## src/rtl/led_shift_driver.sv

```systemverilog
// rtl/led_shift_driver.sv - serialises an LED pattern into a 74HC595-style shift register with PWM dimming
//
// Sends the upstream `leds` pattern MSB first over sr_data/sr_clk, pulses
// sr_latch, and dims the latched LEDs by PWM on sr_oe_n. A transfer only
// happens after reset or when the pattern differs from the last one sent.
//
// Parameters:
//   WIDTH      LED bits per transfer (>= 2)
//   CLK_DIV    clocks per sr_clk half-period and latch pulse width (>= 1)
//   PWM_BITS   width of brightness and of the PWM counter
// Ports:
//   clock       in   system clock, rising edge
//   reset_n     in   asynchronous active-low reset
//   leds        in   [WIDTH]    pattern from upstream
//   brightness  in   [PWM_BITS] duty setting, 0 = off
//   sr_data     out  serial data, valid across each SHIFT_LO/SHIFT_HI pair
//   sr_clk      out  shift clock, register samples on its rising edge
//   sr_latch    out  storage-register latch pulse, active high
//   sr_oe_n     out  output enable, active low (PWM)
//   busy        out  high while a transfer is in progress

module led_shift_driver #(
  parameter int WIDTH    = 8,
  parameter int CLK_DIV  = 4,
  parameter int PWM_BITS = 4
) (
  input  logic                clock,
  input  logic                reset_n,
  input  logic [WIDTH-1:0]    leds,
  input  logic [PWM_BITS-1:0] brightness,
  output logic                sr_data,
  output logic                sr_clk,
  output logic                sr_latch,
  output logic                sr_oe_n,
  output logic                busy
);

  localparam int DIV_W = (CLK_DIV > 1) ? $clog2(CLK_DIV) : 1;
  localparam int BIT_W = (WIDTH > 1) ? $clog2(WIDTH) : 1;
  localparam logic [DIV_W-1:0] DIV_LAST = DIV_W'(CLK_DIV - 1);
  localparam logic [BIT_W-1:0] BIT_LAST = BIT_W'(WIDTH - 1);

  typedef enum logic [1:0] {IDLE, SHIFT_LO, SHIFT_HI, LATCH} state_t;

  state_t              state, state_nx;
  logic [WIDTH-1:0]    last, last_nx;
  logic                dirty, dirty_nx;
  // The MSB goes straight onto sr_data at start, so only the remaining
  // WIDTH-1 bits need to be held in flight.
  logic [WIDTH-2:0]    shreg, shreg_nx;
  logic [BIT_W-1:0]    bit_cnt, bit_nx;
  logic [DIV_W-1:0]    div_cnt, div_nx;
  logic                shown, shown_nx;
  logic [PWM_BITS-1:0] pwm_cnt;
  logic                data_nx, clk_nx, latch_nx;

  always_comb begin
    state_nx = state;
    last_nx  = last;
    dirty_nx = dirty;
    shreg_nx = shreg;
    bit_nx   = bit_cnt;
    div_nx   = div_cnt;
    shown_nx = shown;
    data_nx  = sr_data;
    clk_nx   = sr_clk;
    latch_nx = sr_latch;
    case (state)
      IDLE: begin
        if (dirty || (leds != last)) begin
          state_nx = SHIFT_LO;
          shreg_nx = leds[WIDTH-2:0];
          last_nx  = leds;
          dirty_nx = 1'b0;
          data_nx  = leds[WIDTH-1];
          bit_nx   = '0;
          div_nx   = '0;
          clk_nx   = 1'b0;
        end
      end
      SHIFT_LO: begin
        if (div_cnt == DIV_LAST) begin
          div_nx   = '0;
          clk_nx   = 1'b1;
          state_nx = SHIFT_HI;
        end else begin
          div_nx = div_cnt + 1'b1;
        end
      end
      SHIFT_HI: begin
        if (div_cnt == DIV_LAST) begin
          div_nx = '0;
          clk_nx = 1'b0;
          if (bit_cnt == BIT_LAST) begin
            state_nx = LATCH;
            latch_nx = 1'b1;
          end else begin
            // Data only moves together with the falling sr_clk, so it is
            // stable across the whole low/high pair of each bit.
            state_nx = SHIFT_LO;
            data_nx  = shreg[WIDTH-2];
            shreg_nx = shreg << 1;
            bit_nx   = bit_cnt + 1'b1;
          end
        end else begin
          div_nx = div_cnt + 1'b1;
        end
      end
      LATCH: begin
        if (div_cnt == DIV_LAST) begin
          div_nx   = '0;
          latch_nx = 1'b0;
          shown_nx = 1'b1;
          state_nx = IDLE;
        end else begin
          div_nx = div_cnt + 1'b1;
        end
      end
      default: state_nx = IDLE;
    endcase
  end

  always_ff @(posedge clock or negedge reset_n) begin
    if (!reset_n) begin
      state    <= IDLE;
      last     <= '0;
      dirty    <= 1'b1;
      shreg    <= '0;
      bit_cnt  <= '0;
      div_cnt  <= '0;
      shown    <= 1'b0;
      pwm_cnt  <= '0;
      sr_data  <= 1'b0;
      sr_clk   <= 1'b0;
      sr_latch <= 1'b0;
      sr_oe_n  <= 1'b1;
      busy     <= 1'b0;
    end else begin
      state    <= state_nx;
      last     <= last_nx;
      dirty    <= dirty_nx;
      shreg    <= shreg_nx;
      bit_cnt  <= bit_nx;
      div_cnt  <= div_nx;
      shown    <= shown_nx;
      pwm_cnt  <= pwm_cnt + 1'b1;
      sr_data  <= data_nx;
      sr_clk   <= clk_nx;
      sr_latch <= latch_nx;
      // Outputs stay dark until a pattern has actually been latched.
      sr_oe_n  <= !(shown && (pwm_cnt < brightness));
      busy     <= (state_nx != IDLE);
    end
  end

endmodule

```

## config.mk

```make
export PLATFORM = sky130hd
export DESIGN_NAME = led_shift_driver
export DESIGN_NICKNAME = d
export VERILOG_FILES = /design/src/rtl/led_shift_driver.sv
export SDC_FILE = /design/constraint.sdc
export NUM_CORES = 1
export LEC_CHECK = 0
export BUFFER_PORTS_ARGS = -buffer_cell sky130_fd_sc_hd__clkbuf_2
export CORE_UTILIZATION = 60
export CTS_CLUSTER_SIZE = 8
export DETAILED_ROUTE_END_ITERATION = 7
export PLACE_DENSITY = 0.82
export SYNTH_ARGS = -nofsm -noshare
export SYNTH_HDL_FRONTEND = slang
export SYNTH_SLANG_ARGS = --single-unit
```

## constraint.sdc

```tcl
create_clock -name clock -period 3.4 [get_ports clock]
set_clock_uncertainty 0.2 [all_clocks]
set_input_delay 0.34 -clock clock [delete_from_list [all_inputs] [get_ports clock]]
set_output_delay 0.34 -clock clock [all_outputs]
set_load 0.02 [all_outputs]
```

; Word-level counts from Yosys, hierarchy flattened
; Index checks and enable logic that the tools add are counted.
; W data, S select, Z words.
[classes]
reduce_logical = 14
n_addsub = 3
n_mux = 28
order_cmp = 1
eq_ne = 12
[ops]
columns = cell, count
row1 = $mux W7, 3
row2 = $mux W2, 7
row3 = $pmux W7 S2, 1
row4 = $ne A2 B2 Y1 const B, 6
row5 = $reduce_and A4 Y1, 3
row6 = $mux W3, 3
row7 = $mux W1, 8
row8 = $ne A8 B8 Y1, 1
row9 = $pmux W2 S4, 1
row10 = $eq A2 B2 Y1 const B, 3
row11 = $pmux W3 S2, 1
row12 = $reduce_bool A2 Y1, 3
row13 = $add A4 B1 Y4 const B, 1
row14 = $lt A4 B4 Y1, 1
row15 = $pmux W1 S2, 2
row16 = $pmux W2 S2, 1
row17 = $reduce_and A2 Y1, 2
row18 = $add A3 B1 Y3 const B, 1
row19 = $eq A3 B3 Y1 const B, 1
row20 = $pmux W1 S3, 1
row21 = $reduce_bool A3 Y1, 1
row22 = $reduce_or A3 Y1, 1
row23 = $add A2 B1 Y2 const B, 1
row24 = $eq A2 B1 Y1 const B, 1
row25 = other kinds (4), 4
[totals]
in_bits = 14
output_inout_bits = 5
reg_bits = 33
word_cells = 71

; Logic depth before layout (Yosys ltp)
; Gate-level depths: netlist of run 1.
[logic_depth]
ltp_word = 5
mapped_depth = 8
depth_no_buf = 7

; Worst setup path after synthesis of run 1
; OpenSTA, ideal clock, no wires.
[synth_timing]
kind = reg2reg
from = reg bit_cnt[0]
to = reg shreg[3]
period_less_slack_ns = 2.107
stages_incl_launch_ff = 9
t_arrival_ns = 1.813
n_path_buf = 1
setup_time_ns = 0.094
setup_slack_ns = 1.293
required_ns = 3.106
path_cell_list = dfrtp_1 > ha_1 > ha_1 > nand2b_2 > or3b_1 > buf_6 > nand2_4 > o22ai_1 > a211oi_1
[synth_between]
elab_chain_cells = 3
[synth_lines]
columns = element, line_no
row1 = start: declaration, 51  ; logic [BIT_W-1:0] bit_cnt, bit_nx;
row2 = start signal: assignment, 143  ; bit_cnt <= bit_nx;
row3 = $eq A3 B3 Y1, 94  ; if (bit_cnt == BIT_LAST) begin
row4 = $ne A2 B2 Y1 (no line), --
row5 = $reduce_and A4 Y1 (no line), --
row6 = end signal: assignment, 142  ; shreg <= shreg_nx;
row7 = end: declaration, 50  ; logic [WIDTH-2:0] shreg, shreg_nx;
; No other way between the ends.
; A chain may end at the register's enable or synchronous reset.

; Worst setup path after layout of run 1
[layout_timing]
from = reg bit_cnt[0]
to = reg shreg[6]
; Same word-level chain as after synthesis.

==> impl_metrics.toml, run 1 <==
[setup_path]
path_common_cell = "ha_1"
r2r_cells = 7
cp.required_ns = 3.43
worstPathMaxFanout = 10
critical_path_buf_inv_count = 0
crit_cells = 7
regToRegEndpoint = "shreg[6]"
critical_path_class = "register to register"
cp-endpoint = "shreg[6]"
critPathMaxStageDelay_ns = 0.57
timing.critical_path.from = "bit_cnt[0]"
crit_path_start_kind = "register"
worstPathCellList = "ha_1 -> ha_1 -> nand2b_2 -> or3b_1 -> nand2_4 -> o22ai_1 -> a211oi_1"
slowest_stage = "or3b_1"
critical_path_arrival_ns = 2.50
endpoint_kind = "register"
r2r_slack_ns = 0.94
r2r-start = "bit_cnt[0]"
critical_path.top_delay_family = "simple AND/OR/NAND/NOR gates"

[global_route]
use_met1 = 0.303
busiest_layer = "met2"
grt_max_degree = 34
grtUsageTotal = 0.251
use_met3 = 0.0763
grt_pass1_vias = 1191
gr-total-overflow = 0
grt_antenna_before_repair = 0
grt_pass1_wl_mm = 5.07
grt_util_met2 = 0.423

[sta]
max_freq_ghz = 0.406
fin_crit_sh = 0.725
grt_setup_unrepaired = "false"
setup_tns_ns = 0
finalHoldViolations = 0
period_needed_ns = 2.46
maxSlewHeadroom = 0.373
worst_pin_slew_ns = 0.937
worst_slack_ns = 0.935
final-setup-viol-count = 0
slew_viol_final = 0

[route]
drtIter0Drc = 18
vias_per_cell = 5.66
wl_per_cell_um = 14.5
routed_wl_mm = 3.16
drt_pre_antenna_iters = 4
drt.antenna.violating_nets = 0
vias = 1234
remaining_drc_errors = 0

[synth]
yosysTopAreaCellShare = 0.476
synth_ff_type = "dfrtp_1"
synthMostInstantiatedCell = "nand2_1"
yosysWarnings = 0
ys_ff_latch = 33
synth_common_cells = "nand2_1 (36), dfrtp_1 (31), o21ai_0 (13)"
synthAdderAreaFrac = 0.0614
syn-num-nets = 190
yosysSeqAreaShare = 0.508
ys_types = 38
netlist_instances = 168
muxShareOfSynthArea = 0.0184
ys_top_cells_by_area = "dfrtp_1 (48%), nand2_1 (8.3%), ha_1 (6.1%)"
synth-edff-count = 0
synthXorXnorAreaFrac = 0.0537
synth_area_um2 = 1630
synthSimpleGateAreaFrac = 0.183
yosysTopAreaCell = "dfrtp_1"
async_flop_share = 1.00
synth_compound_area_frac = 0.134
syn_area_per_cell_um2 = 9.70
synth_top_family_by_area = "simple AND/OR/NAND/NOR gates"

[clock_network]
clkSlewWorstSetupHoldPaths_ns = 0.10
cts_root_buffer = "clkbuf_4"
clock_latency_ns = 0.33
cts_setup_buffers = 0
cts_resized = 0
ctsHoldBuffers = 1
htree_levels = 2
cts-buffers-inserted = 5
cts_max_path_buffers = 2
cts_tree = "yes"
clock-sinks = 33

[die]
io_pins = 19
die_h_um = 54.1
die_area_um2 = 2930
initial_core_util = 0.646
core-area_um2 = 2520
num_rows = 18
die_w_um = 54.1

[place]
gp_congestion = 0.797
dp_hpwl_mm = 2.30
io_buffer_count = 18
place_ws_ns = 0.988
placed_area_um2 = 1720

[worst_hold_path]
min_path_type = "input pin to register"

[final_layout]
synthToLayoutAreaGrowth_pct = 9.13
stdcell_area_um2 = 1780
insertedDiodeCount = 0
nets = 209
final_layout_size_suffix_gt1_frac = 0.170

[power_and_ir_drop]
power.leakage_nw = 0.878
powerDensity_nw_per_um2 = 764
ir_drop_v = 0.000546

[status]
status = "finished clean"

[run]
max_cap_violations = 0
## layout by cell type (no fill, tap or decap)
cell           count
a211oi_1           4
nand2_1           36
a21boi_0           1
a22oi_1            1
a31oi_1            3
or3b_1             1
nor3_1             6
mux2i_1            3
xnor2_1            1
o22ai_1            5
inv_1              8
dfrtp_1           31
ha_1               8
a211o_2            1
and2_1             1
clkbuf_2          18
nand2_4            1
nor4_1             1
nand2b_2           1
a31o_2             1
nand3b_1           1
o21a_1             2
dlygate4sd3_1      1
clkbuf_4           5
or2_2              1
or3_1              2
xor2_1             9
nor2_1             8
dfstp_2            2
nor3b_2            1
nand2b_1           1
a21oi_1            3
and2b_1            1
a21o_2             1
clkbuf_1           3
o21ai_0           13
nand3_1            2
## sequential cells by signal, indices dropped and copies added, names as in the netlist
name      cells
shown         1
sr_clk        1
sr_latch      1
busy          1
div_cnt       2
last          8
sr_data       1
shreg         7
dirty         1
state         2
sr_oe_n       1
bit_cnt       3
pwm_cnt       4
## per-layer routing
metal	share of wire	up-vias	routed length, um
met2	0.50	18	1570
met4	0.013	0	41
met3	0.028	7	89
met1	0.46	598	1460
met5	0	-	0
li1	-	611	-
## final cells by class
cell class                 count  area, um^2
sequential                    33         828
tap                           30        37.5
fill                         210         743
multi-input combinational    120         734
timing repair buffer          19         100
clock buffer                   8        48.8
inverter                       8        30.0
## stage by stage
step	std cells	power [W]	hold slack, ns	util
2_1_floorplan	168	0.00102	-0.156	-
3_3_place_gp	209	0.00111	0.216	0.682
3_5_place_dp	209	0.00116	0.220	0.682
4_1_cts	218	0.00136	0.0438	0.705
5_1_grt	218	0.00145	0.0419	0.705
6_report	218	0.00136	0.0526	0.705
## tightest hold or removal path: cells and delay by family
kind          cells  cell delay (ns)
simple gates      2             0.10
buf+inv           1             0.10
## worst min path at each step
stage | start | endpoint | slack [ns] | cells past startpoint
after CTS | leds[6] | last[6] | 0.04 | 3
after global routing | leds[6] | last[6] | 0.04 | 3
final | leds[6] | last[6] | 0.05 | 3
after detailed placement | shown | sr_oe_n | 0.22 | 1
after global placement | shown | sr_oe_n | 0.22 | 1
after floorplan | reset_n | bit_cnt[0] | -0.16 | 0
## report_power, final
group / leakage (nW) / internal [W] / switching [W]
logic: 0.452 / 0.000200 / 0.000284
clock network: 0.0265 / 0.0000823 / 0.000121
registers: 0.399 / 0.000540 / 0.000132
## kinds of logic (layout without fill, tap and decap cells)
| family | count (synthesis) | after routing |
|---|---|---|
| buffers and inverters | 15 | 35 |
| muxes | 3 | 3 |
| xor gates and xnor gates | 10 | 10 |
| and+or+nand+nor | 64 | 64 |
| adders and majority gates | 8 | 8 |
| AOI/OAI and AO/OA | 35 | 35 |
| DFF | 33 | 33 |
No activity file was read; power rests on OpenSTA's default activity.
==> run 2, diff against run 1 <==
Settings changed: CORE_UTILIZATION 60 to 51, PLACE_DENSITY 0.82 to 0.74.
Clock period 3.4 ns to 2.2 ns, I/O delays scaled along.
==> run 2 against run 1 <==
Net effect: utilization is 5.0 points lower; largest power group unchanged; count of clock-buffer cells in the layout is 2 lower; register-to-register slack worse by 0.89 ns; critical path depth stayed put; critical path type unchanged; sequential power is 50% higher; flip-flop and latch count stayed put; cell area is 13% higher; non-clock buffer count is 22 higher.
==> impl_metrics.toml, run 2 (synthesis results as in run 1) <==
[global_route]
grt_util_met2 = 0.424
use_met3 = 0.0725
grt_pass1_vias = 1272
busiest_layer = "met2"
grt_max_degree = 34
gr-total-overflow = 0
grt_pass1_wl_mm = 5.93
grtUsageTotal = 0.243
use_met1 = 0.278
grt_antenna_before_repair = 0

[die]
die_h_um = 58.5
num_rows = 20
initial_core_util = 0.534
io_pins = 19
die_area_um2 = 3430
die_w_um = 58.5
core-area_um2 = 3050

[final_layout]
largestRegisters = "last (8), shreg (7), pwm_cnt (4)"
layout_common_cells = "nand2_1 (36), dfrtp_1 (31), clkbuf_2 (18)"
nets = 231
largest_reg_flops = 8
final_layout_size_suffix_gt1_frac = 0.243
synthToLayoutAreaGrowth_pct = 22.8
layout_commonest_cell = "nand2_1"
top_register = "last"
fin_cells = 254
fillCellCount = 269
final_util = 0.656
insertedDiodeCount = 0

[setup_path]
critical_path_class = "register to register"
cp.required_ns = 2.23
timing.critical_path.from = "bit_cnt[0]"
regToRegEndpoint = "shreg[4]"
r2r_slack_ns = 0.05
r2r_cells = 7
endpoint_kind = "register"
r2r-start = "bit_cnt[0]"
crit_path_start_kind = "register"
worstPathMaxFanout = 6
cp-endpoint = "shreg[4]"
critical_path_arrival_ns = 2.18

[clock_network]
cts_root_buffer = "clkbuf_4"
clock-sinks = 33
cts_tree = "yes"
cts_max_path_buffers = 2
clkSlewWorstSetupHoldPaths_ns = 0.10
htree_levels = 2
cts-buffers-inserted = 5
clock_latency_ns = 0.34

[power_and_ir_drop]
p_int_w = 0.00136
power.share.clock = 0.143
p_comb_frac = 0.412
power.leakage_nw = 0.996
p_switching_w = 0.000914
seqPwrFrac = 0.444
swShare = 0.402
ir_drop_v = 0.000610
powerDensity_nw_per_um2 = 1140

[route]
vias = 1328
wl_per_cell_um = 14.6
routed_wl_mm = 3.70
drt_pre_antenna_iters = 4
vias_per_cell = 5.23
drt.antenna.violating_nets = 0
drtIter0Drc = 40
remaining_drc_errors = 0

[run]
max_cap_violations = 0

[status]
status = "finished clean"

[sta]
finalHoldViolations = 0
slew_viol_final = 0
worst_slack_ns = 0.0461
maxSlewHeadroom = 0.471
grt_setup_unrepaired = "true"
max_freq_ghz = 0.464
fin_crit_sh = 0.979
worst_pin_slew_ns = 0.793
final-setup-viol-count = 0
period_needed_ns = 2.15

[place]
dpl.cell_count = 234
io_buffer_count = 18
gp_congestion = 0.840
place_ws_ns = -0.0849
dp_hpwl_mm = 2.41

[worst_hold_path]
min_path_type = "input pin to register"
run 2: metal layers:
layer,vias to the layer above,wire (um)
met5,-,0
met4,0,85
met3,10,185
met2,40,1970
met1,628,1460
li1,650,-
run 2: worst min path at each step:
stage | start | cells after the start | to
global route | brightness[3] | 4 | sr_oe_n
CTS | brightness[3] | 4 | sr_oe_n
finish | brightness[3] | 4 | sr_oe_n
detailed placement | reset_n | 1 | sr_latch
global placement | reset_n | 1 | sr_latch
floorplan | reset_n | 0 | bit_cnt[0]
run 2: layout make-up:
| cell class | count | area (um^2) | area share |
|---|---|---|---|
| clock inverters | 2 | 10.0 | 0.00500 |
| repair buffers | 41 | 283 | 0.141 |
| multi-input cells | 120 | 754 | 0.377 |
| inverters | 8 | 30.0 | 0.0150 |
| well taps | 44 | 55.1 | 0.0275 |
| flip-flops and latches | 33 | 828 | 0.414 |
| clock buffers | 6 | 41.3 | 0.0206 |
run 2: worst max-delay path: stages, from the launching register on:
cell	delay (ns)
dfrtp_1	0.39
ha_1	0.20
ha_1	0.18
nand2b_2	0.19
or3b_4	0.46
buf_2	0.18
mux2i_1	0.15
o21ai_0	0.09
run 2: through the flow:
stage / hold slack (ns) / area, um^2 / TNS (ns) / power, W
2_1_floorplan: -0.276 / 1630 / 0 / 0.00158
3_3_place_gp: 0.139 / 1820 / 0 / 0.00182
3_5_place_dp: 0.146 / 1820 / -0.283 / 0.00188
4_1_cts: 0.0446 / 1960 / 0 / 0.00223
5_1_grt: 0.0723 / 2000 / -0.0390 / 0.00245
6_report: 0.0496 / 2000 / 0 / 0.00228
run 2: repair_timing:
item                                   in CTS  in global routing
setup endpoints to repair                   4                  4
pin swaps                                   0                  4
endpoints found under the hold margin      45                  0
setup buffers                               0                  3
hold buffers                                9                  0
gates resized for setup                     1                  5
run 2: power groups by stage:
stage	Combinational (W)	Sequential, W	Clock [W]
2_1_floorplan	0.000568	0.00102	0
3_3_place_gp	0.000828	0.000993	0
3_5_place_dp	0.000874	0.00101	0
4_1_cts	0.000898	0.00100	0.000335
5_1_grt	0.00105	0.00103	0.000362
6_report	0.000939	0.00101	0.000327
==> run 3, diff against run 2 <==
Settings changed: RECOVER_POWER from default to 100.
==> run 3 against run 2 <==
Net effect: hold slack gained 0.00079 ns; via count up 0.83%; highest routed layer unchanged; fmax shrank 0.11%; first-iteration DRC count down 2.5%; largest power group unchanged; combinational power is 2.4% lower; count of clock-buffer cells in the layout is the same; die area unchanged.
==> impl_metrics.toml, run 3 (synthesis results as in run 1) <==
[clock_network]
cts_max_path_buffers = 2
cts_tree = "yes"
clock_latency_ns = 0.34
htree_levels = 2
clkSlewWorstSetupHoldPaths_ns = 0.10
cts_root_buffer = "clkbuf_4"
cts-buffers-inserted = 5
clock-sinks = 33

[setup_path]
critical_path_class = "register to register"
worstPathCellList = "ha_1 -> ha_1 -> nand2b_2 -> or3b_4 -> buf_2 -> mux2i_1 -> o21ai_0"
critPathMaxStageDelay_ns = 0.46
critical_path_arrival_ns = 2.19
path_common_cell = "ha_1"
slowest_stage = "or3b_4"
r2r_cells = 7
worstPathMaxFanout = 6
cp.required_ns = 2.23
crit_path_start_kind = "register"
endpoint_kind = "register"

[die]
initial_core_util = 0.534
num_rows = 20
die_area_um2 = 3430
io_pins = 19
core-area_um2 = 3050
die_w_um = 58.5
die_h_um = 58.5

[sta]
grt_setup_unrepaired = "true"
setup_tns_ns = 0
worst_slack_ns = 0.0438
fin_crit_sh = 0.980
finalHoldViolations = 0
worst_pin_slew_ns = 0.792
max_freq_ghz = 0.464
maxSlewHeadroom = 0.472
final-setup-viol-count = 0
period_needed_ns = 2.16
slew_viol_final = 0

[power_and_ir_drop]
swShare = 0.406
power.share.clock = 0.145
ir_drop_v = 0.000609
seqPwrFrac = 0.448
p_int_w = 0.00134
power.leakage_nw = 0.971
powerDensity_nw_per_um2 = 1130
p_switching_w = 0.000915
p_comb_frac = 0.407

[final_layout]
largestRegisters = "last (8), shreg (7), pwm_cnt (4)"
final_layout_size_suffix_gt1_frac = 0.205
insertedDiodeCount = 0
largest_reg_flops = 8
top_register = "last"
nets = 231
synthToLayoutAreaGrowth_pct = 21.9
layout_common_cells = "nand2_1 (36), dfrtp_1 (31), o21ai_0 (12), clkbuf_2 (12), buf_4 (11)"
layout_commonest_cell = "nand2_1"

[global_route]
grt_pass1_vias = 1272
gr-total-overflow = 0
grt_pass1_wl_mm = 5.93
grt_antenna_before_repair = 0
grt_max_degree = 34
grtUsageTotal = 0.243

[place]
gp_congestion = 0.840
dp_hpwl_mm = 2.41
io_buffer_count = 18
place_ws_ns = -0.0849

[route]
vias = 1339
drtIter0Drc = 39
drt_pre_antenna_iters = 4
wl_per_cell_um = 14.6
remaining_drc_errors = 0
drt.antenna.violating_nets = 0
vias_per_cell = 5.27
routed_wl_mm = 3.71

[run]
max_cap_violations = 0

[worst_hold_path]
min_path_type = "input pin to register"
holdPathStages = 4

[status]
status = "finished clean"
## run 3: cell types whose count changed in the layout (fill, tap and decap cells not counted)
cell | before | now
clkbuf_2 | 18 | 12
buf_4 | 13 | 11
clkbuf_1 | 1 | 9
## run 3: timing repair
| item | in CTS | in global routing |
|---|---|---|
| setup endpoints to repair | 4 | 4 |
| hold buffers | 9 | 0 |
| gates resized for setup | 1 | 5 |
| cloned | 0 | 0 |
| setup buffers | 0 | 3 |
| hold endpoints to repair | 45 | 0 |
| pin swaps | 0 | 4 |
## run 3: per-stage QoR
| step | area, um^2 | util | power, W | cells | hold WS, ns |
|---|---|---|---|---|---|
| 3_5_place_dp | 1820 | 0.596 | 0.00188 | 234 | 0.146 |
| 3_3_place_gp | 1820 | 0.596 | 0.00182 | 234 | 0.139 |
| 4_1_cts | 1960 | 0.643 | 0.00223 | 251 | 0.0446 |
| 6_report | 1990 | 0.651 | 0.00225 | 254 | 0.0504 |
| 5_1_grt | 1990 | 0.651 | 0.00242 | 254 | 0.0723 |
| 2_1_floorplan | 1630 | - | 0.00158 | 168 | -0.276 |
## run 3: layer usage
metal	track usage	share of wire
met5	0	0
met4	0.105	0.024
met3	0.0725	0.047
met2	0.424	0.53
met1	0.278	0.40
## run 3: power groups by stage
stage / logic (W) / registers (W) / clock network [W]
global route: 0.00103 / 0.00103 / 0.000362
finish: 0.000916 / 0.00101 / 0.000327
global placement: 0.000828 / 0.000993 / 0
detailed placement: 0.000874 / 0.00101 / 0
CTS: 0.000898 / 0.00100 / 0.000335
floorplan: 0.000568 / 0.00102 / 0
## run 3: path summary, 6_finish.rpt
path	startpoint	to	slack [ns]
min in group asynchronous	reset_n	sr_latch	0.28
min	brightness[3]	sr_oe_n	0.05
max	bit_cnt[0]	shreg[4]	0.04
min reg2reg	shown	sr_oe_n	0.25
max reg2reg	bit_cnt[0]	shreg[4]	0.04
max in group asynchronous	reset_n	last[1]	1.02
## run 3: area by class of cell
type / count / area, um^2
Clock buffer: 6 / 41.3
Tap cell: 44 / 55.1
Fill cell: 272 / 1070
Sequential cell: 33 / 828
Inverter: 8 / 30.0
Clock inverter: 2 / 10.0
Multi-Input combinational cell: 120 / 754
Timing Repair Buffer: 41 / 268
## run 3: worst max-delay path: cells and delay by family, from the launching register on
family          cells  cell delay [ns]
flops               1             0.39
simple gates        2             0.65
mux                 1             0.15
buf+inv             1             0.18
compound gates      1             0.09
fa+ha+maj           2             0.38
